--- config.mk ---
export PLATFORM = sky130hd
export DESIGN_NAME = issue_sequencer
export DESIGN_NICKNAME = d
export VERILOG_FILES = /design/src/rtl/issue_pkg.sv /design/src/rtl/mem_outstanding_counter.sv /design/src/rtl/issue_sequencer.sv
export SDC_FILE = /design/constraint.sdc
export NUM_CORES = 1
export LEC_CHECK = 0
export CORE_ASPECT_RATIO = 1.75
export CORE_MARGIN = 4
export CORE_UTILIZATION = 38
export CTS_CLUSTER_DIAMETER = 30
export CTS_CLUSTER_SIZE = 10
export DETAILED_ROUTE_END_ITERATION = 8
export GPL_TIMING_DRIVEN = 0
export PLACE_DENSITY = 0.81
export RECOVER_POWER = 50
export SLEW_MARGIN = 20
export SYNTH_ARGS = -nofsm -noshare
export SYNTH_HDL_FRONTEND = slang
export SYNTH_SLANG_ARGS = --single-unit
--- constraint.sdc ---
create_clock -name clk -period 2.95 [get_ports clk]
set_clock_uncertainty 0.1 [all_clocks]
set_input_delay 0.59 -clock clk [delete_from_list [all_inputs] [get_ports clk]]
set_output_delay 0.59 -clock clk [all_outputs]
set_load 0.01 [all_outputs]
--- src/rtl/issue_pkg.sv ---
// Shared types and constants for the single-issue dispatch sequencer.
package issue_pkg;

  typedef enum logic [2:0] {
    Idle,
    Dispatch,
    WaitBr,
    FenceDrain,
    Trap
  } state_e;

  localparam logic [1:0] TRAP_NONE    = 2'b00;
  localparam logic [1:0] TRAP_ILLEGAL = 2'b01;
  localparam logic [1:0] TRAP_SYSTEM  = 2'b10;

  localparam logic [6:0] OPC_OP       = 7'b0110011;
  localparam logic [6:0] OPC_OP_IMM   = 7'b0010011;
  localparam logic [6:0] OPC_LOAD     = 7'b0000011;
  localparam logic [6:0] OPC_STORE    = 7'b0100011;
  localparam logic [6:0] OPC_BRANCH   = 7'b1100011;
  localparam logic [6:0] OPC_JAL      = 7'b1101111;
  localparam logic [6:0] OPC_MISC_MEM = 7'b0001111;
  localparam logic [6:0] OPC_SYSTEM   = 7'b1110011;

endpackage

--- src/rtl/mem_outstanding_counter.sv ---
// Up/down count of accepted-but-incomplete LSU operations, clamped to 0..MAX_MEM_OUTSTANDING.
module mem_outstanding_counter #(
  parameter int unsigned MAX_MEM_OUTSTANDING = 4
) (
  input  logic                                       clk,
  input  logic                                       rst,
  input  logic                                       inc,
  input  logic                                       dec,
  output logic [$clog2(MAX_MEM_OUTSTANDING+1)-1:0]   count,
  output logic                                       full,
  output logic                                       empty
);

  localparam int unsigned W = $clog2(MAX_MEM_OUTSTANDING + 1);
  localparam logic [W-1:0] MaxCnt = W'(MAX_MEM_OUTSTANDING);

  logic [W-1:0] count_q, count_d;
  logic         up, down;

  assign full  = (count_q == MaxCnt);
  assign empty = (count_q == '0);
  assign count = count_q;

  always_comb begin
    // A completion with nothing outstanding is spurious and dropped.
    up      = inc & ~full;
    down    = dec & ~empty;
    count_d = count_q;
    if (up && !down) begin
      count_d = count_q + W'(1);
    end else if (down && !up) begin
      count_d = count_q - W'(1);
    end
  end

  always_ff @(posedge clk or posedge rst) begin
    if (rst) begin
      count_q <= '0;
    end else begin
      count_q <= count_d;
    end
  end

endmodule

--- src/rtl/issue_sequencer.sv ---
// Latches one instruction, classifies it via the external decoder and hands it to ALU,
// branch unit or LSU; drains memory ops on FENCE and raises traps for SYSTEM/illegal.
module issue_sequencer
  import issue_pkg::*;
#(
  parameter int unsigned MAX_MEM_OUTSTANDING = 4
) (
  input  logic        clk,
  input  logic        rst,
  input  logic        inst_valid,
  input  logic [31:0] inst_data,
  output logic        inst_ready,
  output logic [31:0] dec_input,
  output logic        dec_enable,
  input  logic        dec_alu,
  input  logic        dec_control,
  input  logic        dec_mem,
  input  logic        dec_fence,
  input  logic        dec_system,
  input  logic        dec_error,
  output logic [31:0] issue_inst,
  output logic        alu_valid,
  input  logic        alu_ready,
  output logic        br_valid,
  input  logic        br_ready,
  input  logic        br_done,
  output logic        lsu_valid,
  input  logic        lsu_ready,
  input  logic        lsu_done,
  output logic        trap_req,
  output logic [1:0]  trap_cause,
  input  logic        trap_ack,
  output logic        busy
);

  localparam int unsigned CntW = $clog2(MAX_MEM_OUTSTANDING + 1);

  state_e          state_q, state_d;
  logic [31:0]     inst_q;
  logic [1:0]      cause_q, cause_d;
  logic [CntW-1:0] mem_cnt;
  logic            mem_full, mem_empty;
  logic            cls_err, cls_sys, cls_fence, cls_ctrl, cls_mem;

  mem_outstanding_counter #(
    .MAX_MEM_OUTSTANDING(MAX_MEM_OUTSTANDING)
  ) u_mem_cnt (
    .clk  (clk),
    .rst  (rst),
    .inc  (lsu_valid & lsu_ready),
    .dec  (lsu_done),
    .count(mem_cnt),
    .full (mem_full),
    .empty(mem_empty)
  );

  // Fixed priority; an instruction the decoder claims no class for is illegal.
  always_comb begin
    cls_err   = dec_error |
                ~(dec_alu | dec_control | dec_mem | dec_fence | dec_system);
    cls_sys   = ~cls_err & dec_system;
    cls_fence = ~cls_err & ~dec_system & dec_fence;
    cls_ctrl  = ~cls_err & ~dec_system & ~dec_fence & dec_control;
    cls_mem   = ~cls_err & ~dec_system & ~dec_fence & ~dec_control & dec_mem;
  end

  always_comb begin
    state_d    = state_q;
    cause_d    = cause_q;
    inst_ready = 1'b0;
    dec_enable = 1'b0;
    alu_valid  = 1'b0;
    br_valid   = 1'b0;
    lsu_valid  = 1'b0;
    trap_req   = 1'b0;
    trap_cause = TRAP_NONE;
    unique case (state_q)
      Idle: begin
        inst_ready = ~rst;
        if (inst_valid) state_d = Dispatch;
      end
      Dispatch: begin
        dec_enable = 1'b1;
        if (cls_err || cls_sys) begin
          trap_req   = 1'b1;
          trap_cause = cls_err ? TRAP_ILLEGAL : TRAP_SYSTEM;
          cause_d    = trap_cause;
          state_d    = Trap;
        end else if (cls_fence) begin
          state_d = FenceDrain;
        end else if (cls_ctrl) begin
          br_valid = 1'b1;
          if (br_ready) state_d = WaitBr;
        end else if (cls_mem) begin
          // Count can only fall while stalled here, so a raised valid never drops.
          lsu_valid = ~mem_full;
          if (lsu_valid && lsu_ready) state_d = Idle;
        end else begin
          alu_valid = 1'b1;
          if (alu_ready) state_d = Idle;
        end
      end
      WaitBr: begin
        if (br_done) state_d = Idle;
      end
      FenceDrain: begin
        if (mem_empty) state_d = Idle;
      end
      Trap: begin
        trap_req   = 1'b1;
        trap_cause = cause_q;
        if (trap_ack) state_d = Idle;
      end
      default: state_d = Idle;
    endcase
  end

  always_ff @(posedge clk or posedge rst) begin
    if (rst) begin
      state_q <= Idle;
      cause_q <= TRAP_NONE;
      inst_q  <= '0;
    end else begin
      state_q <= state_d;
      cause_q <= cause_d;
      if (state_q == Idle && inst_valid) inst_q <= inst_data;
    end
  end

  assign dec_input  = inst_q;
  assign issue_inst = inst_q;
  assign busy       = (state_q != Idle) | ~mem_empty;

endmodule

# == After elaboration in Yosys (flattened, before gate mapping) ==
# Index checks and enable logic that the tools add are counted.
# W data, S select, Z words.
# classes
n_addsub,2
eq_ne,12
reduce_logical,13
n_bitwise,24
mux,35
# ops
operator,n
$mux W3,13
$mux W1,17
$pmux W3 S5,1
$ne A6 B6 Y1 const B,2
$and A1 B1 Y1,10
$not A1 Y1,8
$reduce_and A7 Y1,1
$eq A3 B2 Y1 const B,2
$eq A3 B3 Y1 const B,2
$logic_not A3 Y1,2
$ne A2 B2 Y1 const B,3
$or A1 B1 Y1,6
$ne A5 B5 Y1 const B,1
$logic_and A1 B1 Y1,4
$mux W2,2
$pmux W2 S2,1
$add A3 B1 Y3 const B,1
$eq A3 B1 Y1 const B,1
$reduce_bool A3 Y1,1
$sub A3 B1 Y3 const B,1
$logic_not A1 Y1,2
$ne A2 B1 Y1 const B,1
$pmux W1 S2,1
$reduce_and A2 Y1,1
other kinds (2),2
# word_totals
wordCells,90
input_bits,47
output_inout_bits,73
regBits,40

# == Logic depth before layout (Yosys ltp) ==
# Gate-level depths: netlist of run 1.
# depth
depth_word,22
ltp_mapped,11
mapped_depth_nobuf,10

# == Modules after synthesis ==
# Synthesis of run 1 repeated with hierarchy kept, for this count alone.
# hier_totals
cells_unflattened,174
area_unflattened_um2,2084.5
# by_module_without_submodules
module,seq_area_each_um2,n_inst,area_per_inst_um2,cells_per_inst
issue_sequencer,925.9,1,1903.1,158
mem_outstanding_counter,75.1,1,181.4,16

# == Worst setup path after synthesis of run 1 ==
# OpenSTA, ideal clock, no wires.
# synth_path
kind,input port to flip-flop
startpoint,input dec_system
endpoint,"register u_mem_cnt.count_q[2], in the netlist u_mem_cnt.count[2]"
cell_stages,10
setup_ps,79
setup_slack_ps,397
required_ps,2771
n_path_buf,0
t_arrival_ps,2374
path_cell_list,nor4_1 > nand4_1 > a21oi_1 > and2_1 > ha_1 > inv_1 > fa_1 > xor2_1 > nor2_1 > xor2_1
# synth_between
elab_chain_len,18
word_cells_on_any_way,25
cone_classes,6 x mux; 14 x bitwise; 5 x reduce/logical
# synth_rtl
item,line_no,text
from (decl),issue_sequencer.sv:19,"input logic dec_system,"
$or A1 B1 Y1,issue_sequencer.sv:60,~(dec_alu | dec_control | dec_mem | dec_fence | dec_system);
$not A1 Y1,issue_sequencer.sv:60,
$or A1 B1 Y1,issue_sequencer.sv:59,cls_err = dec_error |
$not A1 Y1,-,
$and A1 B1 Y1,"issue_sequencer.sv:62, issue_sequencer.sv:63, issue_sequencer.sv:64",
$and A1 B1 Y1,"issue_sequencer.sv:63, issue_sequencer.sv:64",
$and A1 B1 Y1 (2 in a row),issue_sequencer.sv:64,cls_mem = ~cls_err & ~dec_system & ~dec_fence & ~dec_control & dec_mem;
$mux W1,issue_sequencer.sv:94,end else if (cls_mem) begin
[... 2 more ...],-,
$mux W1 (*),issue_sequencer.sv:84,if (cls_err || cls_sys) begin
$mux W1 (*),issue_sequencer.sv:77,unique case (state_q)
via lsu_valid,issue_sequencer.sv:27,"output logic lsu_valid,"
$and A1 B1 Y1 (*),issue_sequencer.sv:50,".inc (lsu_valid & lsu_ready),"
$and A1 B1 Y1 (*),mem_outstanding_counter.sv:26,up = inc & ~full;
$logic_not A1 Y1,mem_outstanding_counter.sv:31,end else if (down && !up) begin
$logic_and A1 B1 Y1,mem_outstanding_counter.sv:31,
$reduce_bool A2 Y1 (no source line),-,
to (signal assigned),mem_outstanding_counter.sv:40,count_q <= count_d;
to (decl),mem_outstanding_counter.sv:17,"logic [W-1:0] count_q, count_d;"
# The timed path passes the listed nets; every way through them passes the cells marked *.
# A chain may end at the register's enable or synchronous reset.

# == Final worst setup path of run 1 ==
# layout_path
startpoint,input dec_alu
endpoint,output trap_cause[0]
# layout_between
elab_chain_len,11
word_cells_on_any_way,12
cone_classes,3 x mux; 8 x bitwise; 1 x reduce/logical
# layout_rtl
item,line_no,text
from (decl),issue_sequencer.sv:15,"input logic dec_alu,"
$or A1 B1 Y1 (*) (4 in a row),issue_sequencer.sv:60,
$not A1 Y1 (*),issue_sequencer.sv:60,
$or A1 B1 Y1 (*),issue_sequencer.sv:59,
$not A1 Y1,issue_sequencer.sv:61,cls_sys = ~cls_err & dec_system;
$and A1 B1 Y1,issue_sequencer.sv:61,
$logic_or A1 B1 Y1,issue_sequencer.sv:84,
$mux W2 (*),issue_sequencer.sv:84,
$pmux W2 S2 (*),issue_sequencer.sv:77,
to (decl),issue_sequencer.sv:31,"output logic [1:0] trap_cause,"
# Every way passes the cells marked *; elsewhere a longest branch is shown, timed or not.

==> results of run 1 <==
==> logic make-up after synthesis <==
| family | Yosys count | synth area share [%] |
|---|---|---|
| AO/OA/AOI/OAI | 14 | 5.161 |
| XOR/XNOR | 3 | 1.275 |
| adder cells (fa/ha/maj) | 2 | 1.579 |
| buffers and inverters | 43 | 14.15 |
| flip-flops | 40 | 48.57 |
| multiplexers | 35 | 19.25 |
| AND/OR/NAND/NOR | 38 | 10.02 |
==> routing by layer <==
metal	wire [µm]	vias up	global-route usage [%]
li1	-	825	-
met1	1751	838	16.28
met2	3043	65	30.44
met3	232	13	3.412
met4	204	0	8.655
met5	0	-	0
==> Yosys cell counts, types with 2 or more instances <==
cell type | n | share of area [%]
a21boi_0 | 2 | 0.73
a21oi_1 | 4 | 0.97
a22o_1 | 2 | 0.85
a22oi_1 | 2 | 0.73
and2_1 | 2 | 0.61
buf_2 | 5 | 1.2
buf_4 | 33 | 12
dfrtp_1 | 40 | 49
inv_1 | 4 | 0.73
mux2_2 | 32 | 17
nand2_1 | 6 | 1.1
nand2b_1 | 3 | 0.91
nand3_1 | 2 | 0.49
nor2_1 | 10 | 1.8
nor2b_1 | 3 | 0.91
nor3_1 | 3 | 0.73
nor4_1 | 3 | 0.91
xor2_1 | 2 | 0.85
==> stage by stage <==
step / cell area (µm²) / setup WS, ps / TNS (ps) / cells
after CTS: 3466 / -29.45 / -29.45 / 359
final: 3473 / 59.78 / 0 / 359
after detailed placement: 3341 / -359.0 / -1194 / 350
after global routing: 3473 / -9.155 / -9.155 / 359
after floorplan: 2061 / 396.9 / 0 / 175
after global placement: 3321 / -359.4 / -1162 / 349
==> flip-flops by register name (all words and copies together) (netlist names) <==
signal and flops:
cause_q 2, dec_input 32, state_q 3, u_mem_cnt.count 3
==> repair_timing <==
action / CTS / global route
setup endpoints to repair: 5 / 3
buffers inserted: 1 / 0
resized for setup: 7 / 4
==> layout by cell type (no fill, tap or decap), types with 2 or more instances in the layout <==
master           instances
buf_4                   34
nor2_1                  10
inv_1                    4
nor3_1                   3
nand2_1                  6
clkbuf_8                 6
dlymetal6s2s_1           2
nor4_1                   2
dfrtp_1                 40
nand3_1                  2
a21boi_0                 2
nand2b_1                 3
dlygate4sd3_1           32
dlygate4sd2_1            6
nor2b_1                  3
clkdlybuf4s50_1         79
buf_2                    5
a22oi_1                  2
a22o_1                   2
xor2_1                   2
a21oi_1                  3
mux2_2                  32
==> power by group through the flow <==
stage | Sequential, mW | Clock (mW) | Combinational, mW
floorplan | 1.13 | 0 | 1.06
global placement | 1.06 | 0 | 2.28
detailed placement | 1.07 | 0 | 2.32
CTS | 1.06 | 0.480 | 2.31
global route | 1.09 | 0.513 | 2.35
finish | 1.05 | 0.466 | 2.19
==> cell type report <==
| type | count | area [µm²] | area share [%] |
|---|---|---|---|
| inverter | 4 | 15.01 | 0.4323 |
| sequential | 40 | 1001 | 28.82 |
| buffer | 39 | 276.5 | 7.961 |
| clock inverter | 2 | 38.79 | 1.117 |
| multi-input combinational | 92 | 782.0 | 22.51 |
| clock buffer | 6 | 82.58 | 2.378 |
| timing repair buffer | 121 | 1209 | 34.80 |
| tap | 55 | 68.82 | 1.981 |
==> final timing paths <==
kind / startpoint / end / depth (start not counted)
min in group asynchronous: rst / cause_q[0] / 2
max in group asynchronous: rst / dec_input[13] / 3
max reg2reg: state_q[2] / u_mem_cnt.count[2] / 11
max: dec_alu / trap_cause[0] / 6
min: dec_input[5] / dec_input[5] / 1
min reg2reg: dec_input[5] / dec_input[5] / 1
==> results.sh, run 1 <==
export IMPL_status="finished, final reports clean"
export IMPL_rows=35
export IMPL_cellPowerDensity_mw_per_mm2=1066
export IMPL_min_period_ps=2890
export IMPL_layout_drive_gt1_share_pct=27.96
export IMPL_hold_viol_final=0
export IMPL_num_fill_cells=436
export IMPL_cts_root_buf="clkbuf_8"
export IMPL_numClockSinks=40
export IMPL_cts_max_path_buffers=2
export IMPL_final_antenna_net_count=0
export IMPL_ys_flop_type="dfrtp_1"
export IMPL_fin_crit_sh_pct=97.97
export IMPL_intPower_mw=2.514
export IMPL_drc=0
export IMPL_cts_tree="done"
export IMPL_power_switching_mw=1.190
export IMPL_comb_power_share_pct=59.2
export IMPL_critical_path_class="primary input to output port"
export IMPL_worst_path_buf_inv=2
export IMPL_drt_initial_drc_count=31
export IMPL_insertion_delay_ps=280
export IMPL_synth_distinct_cells=35
export IMPL_synth_area_mm2=0.002061
export IMPL_rsz0062_at_grt="true"
export IMPL_synth_async_reset_ratio_pct=100.0
export IMPL_grt_max_degree=26
export IMPL_grt_pass1_wl_mm=8.514
export IMPL_finalNetCount=352
export IMPL_max_cap_violations=0
export IMPL_start_kind="primary input"
export IMPL_synth_avg_cell_area_um2=11.78
export IMPL_p_sw_share_pct=32.13
export IMPL_p_leak_nw=1.538
export IMPL_endpoint_kind="output port"
export IMPL_hpwl_mm=4.284
export IMPL_tightest_slew_ps=1109
export IMPL_clock_power_share_pct=12.6
export IMPL_ios=120
export IMPL_grt_pass1_vias=1714
export IMPL_core_area_mm2=0.005255
export IMPL_cp_cell_sequence="clkdlybuf4s50_1, or4_4, o21bai_1, a22oi_1, nor2_1, dlygate4sd2_1"
export IMPL_finalMaxSlewViolations=0
export IMPL_rrSetupSlack_ps=630
export IMPL_gp_congestion=0.7422
export IMPL_portBuffers=119
export IMPL_p_seq_share_pct=28.2
export IMPL_antenna_found_initial=0
export IMPL_cts_max_level=2
export IMPL_die_h_um=105.4
export IMPL_first_pass_iters=4
export IMPL_die_w_um=63.67
export IMPL_numCtsBuffers=5
export IMPL_synth_seq_area_share_pct=48.57
export IMPL_synthCells=175
export IMPL_post_drt_wl_per_cell_um=14.57
export IMPL_crit_path_top_delay_cell="or4_4"
export IMPL_ctsHoldBuffers=0
export IMPL_setup_violations=0
export IMPL_clk_pin_slew_ps=80
export IMPL_viasPerCell=4.850
export IMPL_max_slew_margin_pct=26.06
export IMPL_area_delta_synth_final_pct=68.55
export IMPL_path_delay_family="buffers and inverters"
export IMPL_cpPeakStageDelay_ps=540
export IMPL_max_clock_freq_mhz=346.0
export IMPL_fin_util_pct=66.10
export IMPL_synth_ff_latch_count=40
export IMPL_hold_slack_ps=421.9
export IMPL_ir_drop_v=0.0005965
export IMPL_antennaDiodeCount=0
export IMPL_start_util_pct=39.21
export IMPL_crit_path_max_fanout=4
export IMPL_track_usage_pct=16.27
export IMPL_synth_nets=224
export IMPL_synth_edff_count=0
export IMPL_yosysWarnings=0
export IMPL_drt_total_wl_mm=5.232
export IMPL_worst_ep_arrival_time_ps=2200
export IMPL_p_total_mw=3.704
export IMPL_vias=1741
export IMPL_hp_class="register to register"
export IMPL_cp_required_ps=2260
export IMPL_dieArea_mm2=0.006711
export IMPL_grt_overflow_total=0
Note: power is estimated with default switching activity, not from simulation.
==> inputs of run 2 (changes only) <==
--- a/config.mk
+++ b/config.mk
@@ -7,12 +7,12 @@
 export LEC_CHECK = 0
 export CORE_ASPECT_RATIO = 1.75
 export CORE_MARGIN = 4
-export CORE_UTILIZATION = 38
+export CORE_UTILIZATION = 40
 export CTS_CLUSTER_DIAMETER = 30
 export CTS_CLUSTER_SIZE = 10
 export DETAILED_ROUTE_END_ITERATION = 8
+export DONT_BUFFER_PORTS = 1
 export GPL_TIMING_DRIVEN = 0
-export PLACE_DENSITY = 0.81
 export RECOVER_POWER = 50
 export SLEW_MARGIN = 20
 export SYNTH_ARGS = -nofsm -noshare
==> results.sh, run 2 (synthesized netlist as in run 1, its figures left out) <==
export IMPL_crit_path_max_fanout=8
export IMPL_p_total_mw=2.711
export IMPL_cp_cell_sequence="buf_2, nor3b_2, nand3_1, nor4_1"
export IMPL_vias=1289
export IMPL_busiest_layer="met2"
export IMPL_layout_drive_gt1_share_pct=42.39
export IMPL_gp_congestion=0.8303
export IMPL_p_leak_nw=0.9940
export IMPL_hpwl_mm=3.618
export IMPL_grt_overflow_total=0
export IMPL_viasPerCell=5.416
export IMPL_grt_util_met3_pct=4.471
export IMPL_final_antenna_net_count=0
export IMPL_numCtsBuffers=5
export IMPL_use_met1_pct=13.29
export IMPL_portBuffers=0
export IMPL_cts_tree="done"
export IMPL_first_pass_iters=4
export IMPL_timing_rr_start="state_q[2]"
export IMPL_drc=0
export IMPL_worst_path_buf_inv=1
export IMPL_track_usage_pct=13.23
export IMPL_hold_slack_ps=339.5
export IMPL_tightest_slew_ps=1392
export IMPL_die_h_um=103.0
export IMPL_cp_required_ps=2260
export IMPL_drt_total_wl_mm=4.453
export IMPL_ir_drop_v=0.0006087
export IMPL_endpoint_kind="output port"
export IMPL_max_clock_freq_mhz=378.5
export IMPL_cpPeakStageDelay_ps=490
export IMPL_num_fill_cells=465
export IMPL_cts_resized=0
export IMPL_rsz0062_at_grt="false"
export IMPL_setup_violations=0
export IMPL_layout_common_cells="40 x dfrtp_1, 32 x mux2_2, 31 x buf_4"
export IMPL_critical_path_class="register to output port"
export IMPL_worst_hold_path_num_cells=1
export IMPL_clk_pin_slew_ps=70
export IMPL_rows=34
export IMPL_insertion_delay_ps=280
export IMPL_hp_class="primary input to register"
export IMPL_r2r_end="u_mem_cnt.count[2]"
export IMPL_numClockSinks=40
export IMPL_antennaDiodeCount=0
export IMPL_start_util_pct=41.40
export IMPL_worst_ep_arrival_time_ps=1950
export IMPL_finalNetCount=233
export IMPL_drt_initial_drc_count=52
export IMPL_status="finished, final reports clean"
export IMPL_layout_commonest_cell="dfrtp_1"
export IMPL_grt_pass1_wl_mm=6.886
export IMPL_start_kind="register"
export IMPL_post_cts_buffers=0
export IMPL_dpl_cell_area_mm2=0.002148
export IMPL_post_drt_wl_per_cell_um=18.71
export IMPL_min_period_ps=2642
export IMPL_antenna_found_initial=0
export IMPL_cts_max_level=2
export IMPL_fin_crit_sh_pct=89.56
export IMPL_pre_cts_slack_ps=139.0
export IMPL_final_area_mm2=0.002225
export IMPL_core_area_mm2=0.004977
export IMPL_finalMaxSlewViolations=0
export IMPL_die_w_um=62.26
export IMPL_finalSetupTns_ps=0
export IMPL_max_slew_margin_pct=7.035
export IMPL_max_cap_violations=0
export IMPL_hold_viol_final=0
export IMPL_dieArea_mm2=0.006409
export IMPL_cts_root_buf="clkbuf_8"
export IMPL_grt_pass1_vias=1374
export IMPL_area_delta_synth_final_pct=7.954
export IMPL_largest_reg_flops=32
export IMPL_ctsHoldBuffers=1
export IMPL_grt_max_degree=33
export IMPL_crit_path_top_delay_cell="nor3b_2"
export IMPL_rrSetupSlack_ps=430
export IMPL_ios=120
export IMPL_reg2reg_depth=11
export IMPL_cts_max_path_buffers=2
export IMPL_min_to="dec_input[5]"
export IMPL_min_from="inst_data[5]"
export IMPL_cellPowerDensity_mw_per_mm2=1219
export IMPL_use_met2_pct=24.36
export IMPL_path_delay_family="simple AND/OR/NAND/NOR gates"
export IMPL_worst_slack_ps=308.0
## run 2: cell types whose count changed in the layout (fill, tap and decap cells not counted), sizes merged, moves of 3 or more
cell and delta:
buf -3, dlygate4sd3 -31, clkdlybuf4s50 -79, dlygate4sd2 -6
## run 2: per-layer routing
layer	part of all wire (%)	wire, µm
met1	32	1431
met2	57	2549
met3	8.7	388
met4	1.9	84
met5	0	0
## run 2: through the flow
step | util, % | cells
finish | 44.70 | 238
global route | 44.70 | 238
CTS | 45.00 | 238
detailed placement | 43.16 | 230
global placement | 42.76 | 229
floorplan | - | 175
## run 2: where the power goes
group | switching (mW) | internal (mW) | total (mW)
clock | 0.182 | 0.160 | 0.342
sequential | 0.365 | 0.828 | 1.19
combinational | 0.527 | 0.649 | 1.18
total | 1.07 | 1.64 | 2.71
## run 2: area by class of cell
class	count	area, µm²	share of cell area (%)
Buffer	39	269.0	12.09
Timing Repair Buffer	2	22.52	1.012
Inverter	4	15.01	0.6749
Multi-Input combinational cell	92	768.2	34.53
Tap cell	54	67.56	3.037
Clock buffer	5	68.82	3.093
Sequential cell	40	1001	44.99
Clock inverter	2	12.51	0.5624
## run 2: worst max-delay path by stage
| stage | slack [ps] | from | to | depth (start not counted) |
|---|---|---|---|---|
| detailed placement | 140 | dec_system | u_mem_cnt.count[2] | 10 |
| global placement | 230 | dec_system | u_mem_cnt.count[2] | 10 |
| global route | 160 | rst | dec_input[4] | 3 |
| CTS | 270 | state_q[2] | alu_valid | 4 |
| floorplan | 400 | dec_system | u_mem_cnt.count[2] | 10 |
| finish | 310 | state_q[2] | alu_valid | 4 |
